<file path="config.mk">
export PLATFORM = sky130hd
export DESIGN_NAME = uart_rx
export DESIGN_NICKNAME = d
export VERILOG_FILES = /design/src/rtl/uart_rx.sv
export SDC_FILE = /design/constraint.sdc
export NUM_CORES = 1
export LEC_CHECK = 0
export CELL_PAD_IN_SITES_DETAIL_PLACEMENT = 1
export CELL_PAD_IN_SITES_GLOBAL_PLACEMENT = 1
export CORE_ASPECT_RATIO = 0.6
export CORE_UTILIZATION = 40
export CTS_BUF_LIST = sky130_fd_sc_hd__clkbuf_4
export DETAILED_ROUTE_END_ITERATION = 7
export GPL_ROUTABILITY_DRIVEN = 1
export PLACE_DENSITY_LB_ADDON = 0.1
export SLEW_MARGIN = 30
export SYNTH_ARGS = -nofsm -noshare
export SYNTH_HDL_FRONTEND = slang
export SYNTH_SLANG_ARGS = --single-unit
</file>
<file path="constraint.sdc">
create_clock -name clk -period 1.94 [get_ports clk]
set_clock_uncertainty 0.1 [all_clocks]
set_input_delay 0.485 -clock clk [delete_from_list [all_inputs] [get_ports clk]]
set_output_delay 0.485 -clock clk [all_outputs]
set_load 0.02 [all_outputs]
</file>
<file path="src/rtl/uart_rx.sv">
// ---------------------------------------------------------------------------
// uart_rx
//   Receive half of the UART link. Recovers 8N1 frames, or 8E1/8O1 frames
//   when parity is enabled, from the asynchronous rx line. Each bit is
//   sampled at mid-bit with a cycle counter. Every byte is presented with
//   a one-cycle valid pulse together with its parity and framing flags.
//
// Parameters
//   CLKS_PER_BIT  clk cycles per serial bit (even, >= 4)
//   SYNC_STAGES   synchronizer depth on rx (>= 2)
//
// Ports
//   clk          system clock, rising edge
//   rst          synchronous active-high reset
//   rx           asynchronous serial input, idles high
//   parity_en    1 = a parity bit follows the data bits
//   even_parity  1 = even parity, 0 = odd (ignored when parity_en = 0)
//   data_out     last received byte, LSB received first
//   rx_valid     one-cycle pulse; data_out and the error flags are valid
//   rx_busy      high from start-edge detection until return to IDLE
//   parity_err   parity mismatch for the byte flagged by rx_valid
//   frame_err    stop bit sampled low for the byte flagged by rx_valid
// ---------------------------------------------------------------------------
module uart_rx #(
   parameter int CLKS_PER_BIT = 16,
   parameter int SYNC_STAGES  = 2
) (
   input  logic       clk,
   input  logic       rst,
   input  logic       rx,
   input  logic       parity_en,
   input  logic       even_parity,
   output logic [7:0] data_out,
   output logic       rx_valid,
   output logic       rx_busy,
   output logic       parity_err,
   output logic       frame_err
);

   localparam int CNT_W = $clog2(CLKS_PER_BIT);
   localparam logic [CNT_W-1:0] C_FULL = CNT_W'(CLKS_PER_BIT - 1);
   localparam logic [CNT_W-1:0] C_HALF = CNT_W'(CLKS_PER_BIT / 2 - 1);
   localparam logic [CNT_W-1:0] C_ONE  = CNT_W'(1);

   typedef enum logic [2:0] {
      S_IDLE,
      S_START,
      S_DATA,
      S_PARITY,
      S_STOP,
      S_WAIT_HIGH
   } state_t;

   // ---------------- registers ----------------
   state_t                  r_state;
   logic [SYNC_STAGES-1:0]  r_sync;
   logic [SYNC_STAGES-1:0]  r_settle;
   logic                    r_armed;
   logic [CNT_W-1:0]        r_cnt;
   logic [2:0]              r_bit;
   logic [7:0]              r_shift;
   logic                    r_par_en;
   logic                    r_even;
   logic                    r_par_mis;
   logic [7:0]              r_data;
   logic                    r_valid;
   logic                    r_perr;
   logic                    r_ferr;

   // ---------------- next-state wires ----------------
   state_t                  w_state_n;
   logic                    w_armed_n;
   logic [CNT_W-1:0]        w_cnt_n;
   logic [2:0]              w_bit_n;
   logic [7:0]              w_shift_n;
   logic                    w_par_en_n;
   logic                    w_even_n;
   logic                    w_par_mis_n;
   logic [7:0]              w_data_n;
   logic                    w_valid_n;
   logic                    w_perr_n;
   logic                    w_ferr_n;

   logic                    w_rxs;
   logic                    w_settled;
   logic                    w_cnt_full;
   logic                    w_cnt_half;
   logic                    w_par_exp;

   assign w_rxs      = r_sync[SYNC_STAGES-1];
   assign w_settled  = r_settle[SYNC_STAGES-1];
   assign w_cnt_full = (r_cnt == C_FULL);
   assign w_cnt_half = (r_cnt == C_HALF);
   // Expected parity bit for the byte currently in the shift register.
   assign w_par_exp  = r_even ? (^r_shift) : ~(^r_shift);

   // ---------------- state register ----------------
   always_ff @(posedge clk) begin
      if (rst) begin
         r_state   <= S_IDLE;
         r_sync    <= '1;
         r_settle  <= '0;
         r_armed   <= 1'b0;
         r_cnt     <= '0;
         r_bit     <= '0;
         r_shift   <= '0;
         r_par_en  <= 1'b0;
         r_even    <= 1'b0;
         r_par_mis <= 1'b0;
         r_data    <= '0;
         r_valid   <= 1'b0;
         r_perr    <= 1'b0;
         r_ferr    <= 1'b0;
      end else begin
         r_state   <= w_state_n;
         r_sync    <= {r_sync[SYNC_STAGES-2:0], rx};
         r_settle  <= {r_settle[SYNC_STAGES-2:0], 1'b1};
         r_armed   <= w_armed_n;
         r_cnt     <= w_cnt_n;
         r_bit     <= w_bit_n;
         r_shift   <= w_shift_n;
         r_par_en  <= w_par_en_n;
         r_even    <= w_even_n;
         r_par_mis <= w_par_mis_n;
         r_data    <= w_data_n;
         r_valid   <= w_valid_n;
         r_perr    <= w_perr_n;
         r_ferr    <= w_ferr_n;
      end
   end

   // ---------------- next-state / datapath ----------------
   always_comb begin
      w_state_n   = r_state;
      // The line must be seen idle (high) after reset before a start edge
      // is accepted. The synchronizer resets to 1, so only samples taken
      // after it has refilled with real rx values are trusted. Without
      // this, a reset in the middle of a low data bit would be followed
      // by a bogus frame.
      w_armed_n   = r_armed | (w_settled & w_rxs);
      w_cnt_n     = r_cnt;
      w_bit_n     = r_bit;
      w_shift_n   = r_shift;
      w_par_en_n  = r_par_en;
      w_even_n    = r_even;
      w_par_mis_n = r_par_mis;
      w_data_n    = r_data;
      w_valid_n   = 1'b0;
      w_perr_n    = r_perr;
      w_ferr_n    = r_ferr;

      case (r_state)
         S_IDLE: begin
            w_cnt_n     = '0;
            w_bit_n     = '0;
            w_par_mis_n = 1'b0;
            // Parity configuration is tracked while idle and frozen for
            // the duration of the frame.
            w_par_en_n  = parity_en;
            w_even_n    = even_parity;
            if (r_armed && !w_rxs) begin
               w_state_n = S_START;
            end
         end

         S_START: begin
            if (w_cnt_half) begin
               w_cnt_n   = '0;
               // A high line at mid-start means a glitch, not a frame.
               w_state_n = w_rxs ? S_IDLE : S_DATA;
            end else begin
               w_cnt_n = r_cnt + C_ONE;
            end
         end

         S_DATA: begin
            if (w_cnt_full) begin
               w_cnt_n   = '0;
               w_shift_n = {w_rxs, r_shift[7:1]};
               w_bit_n   = r_bit + 3'd1;
               if (r_bit == 3'd7) begin
                  w_state_n = r_par_en ? S_PARITY : S_STOP;
               end
            end else begin
               w_cnt_n = r_cnt + C_ONE;
            end
         end

         S_PARITY: begin
            if (w_cnt_full) begin
               w_cnt_n     = '0;
               w_par_mis_n = (w_rxs != w_par_exp);
               w_state_n   = S_STOP;
            end else begin
               w_cnt_n = r_cnt + C_ONE;
            end
         end

         S_STOP: begin
            if (w_cnt_full) begin
               w_cnt_n   = '0;
               w_data_n  = r_shift;
               w_valid_n = 1'b1;
               w_perr_n  = r_par_en & r_par_mis;
               w_ferr_n  = ~w_rxs;
               // Leaving at mid-stop gives half a bit of slack for a
               // back-to-back start edge.
               w_state_n = w_rxs ? S_IDLE : S_WAIT_HIGH;
            end else begin
               w_cnt_n = r_cnt + C_ONE;
            end
         end

         S_WAIT_HIGH: begin
            // Break or framing error: hold off until the line recovers.
            if (w_rxs) begin
               w_state_n = S_IDLE;
            end
         end

         default: begin
            w_state_n = S_IDLE;
         end
      endcase
   end

   // ---------------- outputs ----------------
   assign data_out   = r_data;
   assign rx_valid   = r_valid;
   assign rx_busy    = (r_state != S_IDLE);
   assign parity_err = r_perr;
   assign frame_err  = r_ferr;

endmodule

</file>
# After elaboration in Yosys (flattened, before gate mapping)

Cells that the tools add are included.

Add/sub/neg operators: 2
Equal/unequal tests: 16
Muxes and demuxes: 21
Bitwise operators: 6
Reduce and logical (&&, ||, !) cells: 15

Operators with widths:

| kind                | number |
|---|---|
| $mux 3              | 10 |
| $pmux 3 s6          | 1 |
| $ne 2x2->1 const B  | 7 |
| $pmux 4 s3          | 1 |
| $eq 3x3->1 const B  | 3 |
| $mux 4              | 2 |
| $reduce_and 2->1    | 4 |
| $reduce_xor 8->1    | 1 |
| $reduce_and 7->1    | 1 |
| $eq 3x2->1 const B  | 2 |
| $pmux 3 s2          | 1 |
| $reduce_bool 3->1   | 2 |
| $add 4x1->4 const B | 1 |
| $eq 4x3->1 const B  | 1 |
| $eq 4x4->1 const B  | 1 |
| $mux 1              | 4 |
| $reduce_bool 2->1   | 2 |
| $add 3x1->3 const B | 1 |
| $eq 3x1->1 const B  | 1 |
| $logic_not 3->1     | 1 |
| $not 1->1           | 3 |
| $reduce_or 3->1     | 1 |
| $and 1x1->1         | 2 |
| $mux 2              | 1 |
| 6 further kinds     | 6 |

Flip-flop bits (word level): 37
Output and inout bits: 12
Word-level logic and storage cells: 75

# Depth between registers and ports, before layout

Depth in word-level cells: 6
Depth in mapped cells: 7
Mapped depth without buffers: 6

# Least setup slack after synthesis

OpenSTA, ideal clock, no wires.

Kind: flip-flop to flip-flop
From: reg r_cnt[0]
To: reg r_state[2]
Arrival: 1.419 ns
Required time: 1.724 ns
Path slack: 0.305 ns
Cell stages (with the launch flop): 7
Path buffers: 0
Clock period less this slack: 1.635 ns
Cell sequence: dfxtp_1 ha_1 and3_2 o31ai_1 a22oi_2 o221ai_1 o211a_1

Word-level cells in the longest chain between the ends: 3

RTL lines:

| element                                  | RTL line | RTL |
|---|---|---|
| start: declaration                       | 59       | `logic [CNT_W-1:0] r_cnt;` |
| start signal: assignment                 | 119      | `r_cnt <= w_cnt_n;` |
| $eq 4x3->1 or $eq 4x4->1 (tied branches) | 93, 92   |  |
| $ne 2x2->1 (no source line)              | n/a      |  |
| $reduce_and 7->1 (no source line) *      | n/a      |  |
| end signal: assignment                   | 115      | `r_state <= w_state_n;` |
| end: declaration                         | 55       | `state_t r_state;` |

Mark *: on every way between the ends. The rest lies on a longest branch, timed or not.
A chain may end at the register's enable or synchronous reset.

# Worst setup path in the final report

From: reg r_ferr, in the netlist frame_err
To: out frame_err

RTL lines:

| element                  | RTL line | RTL |
|---|---|---|
| start: declaration       | 68       | `logic r_ferr;` |
| start signal: assignment | 128      | `r_ferr <= w_ferr_n;` |
| end: declaration         | 37       | `output logic frame_err` |

No word-level cell between the ends.

==> metrics.md <==
| Metric | Value |
|---|---|
| CP max stage delay | `610 ps` |
| Pre-CTS setup slack | `around 120 ps` |
| Leak pwr | `roughly 0.8 nW` |
| FF-to-FF Start | `r_cnt[1]` |
| CTS tree | `done` |
| Setup crit end kind | `output port` |
| Total power draw | `approximately 0.0015 W` |
| CTS Buffer Depth | `2` |
| Share of cells above drive strength 1 | `0.154` |
| Die height | `between 50 and 60 µm` |
| Dpl hpwl | `approximately 3000 µm` |
| Syn_nets | `190` |
| Die Area | `roughly 4300 µm²` |
| Min-Delay Path Class | `register to register` |
| RSZ-0062 raised after global routing | `false` |
| PwrDens | `roughly 770 nW/µm²` |
| Fin. Hold Viols | `0` |
| Warnings, synthesis | `0` |
| Initial Util | `0.431` |
| Ys async rst share | `0` |
| Initial antenna violation count | `0` |
| Post-Syn Instances | `roughly 180` |
| Layout Nets | `215` |
| Setup ws final | `64.0 ps` |
| Congestion Overflow GR | `0` |
| # rows | `17` |
| Drc violations | `4` |
| Post-synth cell types | `40` |
| Crit Path Class | `register to output port` |
| Port Buffers | `16` |
| Die X | `roughly 84 µm` |
| Failing checks | `design-rule violations` |
| Diodes inserted | `0` |
| Final Cycle Share | `0.967` |
| Layout area overhead | `20.5%` |
| Most common cell after layout, fill and taps aside | `dfxtp_1` |
| GP Congestion | `between 0.7 and 0.8` |
| Root buffer cell | `clkbuf_4` |
| CTS Sinks | `37` |
| Seq/Total Area, Yosys | `0.454` |
| DR pass1 iterations | `6` |
| Run status | `finished with violations` |
| Delay-heaviest family, CP | `buffers and inverters` |
| Max Clk Rate | `between 0.5 and 0.6 GHz` |
| Worst-path maximum fanout | `2` |
| Post-Syn Area | `around 1600 µm²` |
| # IOs | `17` |
| CTS H-tree depth | `2` |
| Initial DRC Count | `between 90 and 100` |
| Setup TNS | `0 ps` |
| Flops & latches, synth | `37` |
| Finished Core Util | `0.519` |
| Pin count of the biggest net entering global routing | `27` |
| Most frequent cells in the layout | `37 x dfxtp_1, 23 x nor2_1, 19 x a21oi_1` |
| First-pass GRT wire length | `between 6000 and 7000 µm` |
| Max Slew Vio Count | `0` |
| CP cell instances | `clkdlybuf4s50_1` |
| Minimum clock period | `around 1900 ps` |
| Avg WL per Cell | `15.5 µm` |
| Worst Setup Start Kind | `register` |
| Final-report setup violation count | `0` |
| Core area | `3790 µm²` |
| Clock Latency Late Sink | `~330 ps` |
| CTS clk-pin slew, worst paths | `110 ps` |
| Total track usage | `0.203` |
| Dominant synthesized flop cell | `dfxtp_1` |
| Average vias per placed instance | `roughly 5.3` |
| Slew headroom | `0.803` |
| WP buf/inv | `1` |
| Worst-margin pin slew | `around 300 ps` |
| Via count | `approximately 1400` |
| CP max-delay cell | `clkdlybuf4s50_1` |
| CTS Buf Count | `5` |
| Final WL | `between 3000 and 4000 µm` |
| Routed Antenna Nets | `0` |
| Worst setup path startpoint | `frame_err` |
| Max-cap violations | `0` |
| Worst EP arrival | `between 1000 and 1500 ps` |
| Syn Area/Cell | `8.96 µm²` |
| Peak supply drop | `0.000309 V` |
| Hold wc startpoint | `r_sync[0]` |
| Hold_buf cts | `0` |
| Req. time, crit path | `approximately 1400 ps` |
| Post-synth EDFFs | `0` |
| Vias in the first global route | `1308` |
[per-layer routing]
metal | global-route usage | vias to the layer above | share of wire
li1 | - | 674 | -
met1 | 0.259 | 671 | 0.50
met2 | 0.351 | 15 | 0.47
met3 | 0.0565 | 2 | 0.031
met4 | 0.0395 | 0 | 0.0038
met5 | 0 | - | 0
[layout make-up]
class                           count  area (µm²)
Timing Repair Buffer               30         280
Tap cell                           47        58.8
Sequential cell                    37         741
Inverter                            4        15.0
Multi-Input combinational cell    129         810
Fill cell                         460        1820
Clock buffer                        8        60.1
[synth_stat cells (all sizes together) (2+ instances only)]
cell | number | area share
a21oi | 19 | 0.058
a22oi | 2 | 0.012
a41oi | 2 | 0.011
buf | 7 | 0.028
clkbuf | 5 | 0.012
dfxtp | 37 | 0.45
ha | 3 | 0.023
inv | 4 | 0.0092
mux2i | 10 | 0.061
nand2 | 18 | 0.041
nand3 | 15 | 0.046
nor2 | 24 | 0.057
nor2b | 3 | 0.012
nor3 | 2 | 0.0092
o211ai | 2 | 0.0092
o21a | 2 | 0.0092
or2 | 3 | 0.012
or3b | 2 | 0.011
xnor2 | 7 | 0.038
xor2 | 2 | 0.011
[what timing repair did]
action	in CTS	in global routing
resized for setup	1	2
setup endpoints to repair	1	2
buffers inserted	0	1
pin swaps	0	1
endpoints found under the hold margin	0	0
[kinds of logic after synthesis]
family | count (synthesis) | share of synthesized area
compound gates | 34 | 0.138
xor+xnor | 10 | 0.0622
fa+ha+maj | 3 | 0.0230
buf+inv | 16 | 0.0491
flops | 37 | 0.454
mux | 11 | 0.0683
simple gates | 71 | 0.205
[through the flow]
step | instance area (µm²) | std cells | hold WS [ps]
2_1_floorplan | 1630 | 182 | 289
3_3_place_gp | 1890 | 246 | 302
3_5_place_dp | 1890 | 246 | 310
4_1_cts | 1950 | 254 | 344
5_1_grt | 1960 | 255 | 350
6_report | 1960 | 255 | 340
[worst paths after layout]
check	endpoint	slack, ps	cells after the start
max	frame_err	60	1
min	r_sync[1]	340	1
max reg2reg	r_state[2]	80	6
min reg2reg	r_sync[1]	340	1
[where the power goes]
| group | switching, W | internal, W | leakage, nW |
|---|---|---|---|
| clock network | 0.000233 | 0.000187 | 0.0368 |
| registers | 0.0000215 | 0.000784 | 0.300 |
| logic | 0.000162 | 0.000134 | 0.475 |
[state kept, by name, summed over array words and instances (netlist names), 2 cells and up]
register,count
r_shift,8
r_cnt,4
r_settle,2
r_state,3
data_out,8
r_bit,3
r_sync,2
(Power assumes the default switching activity.)
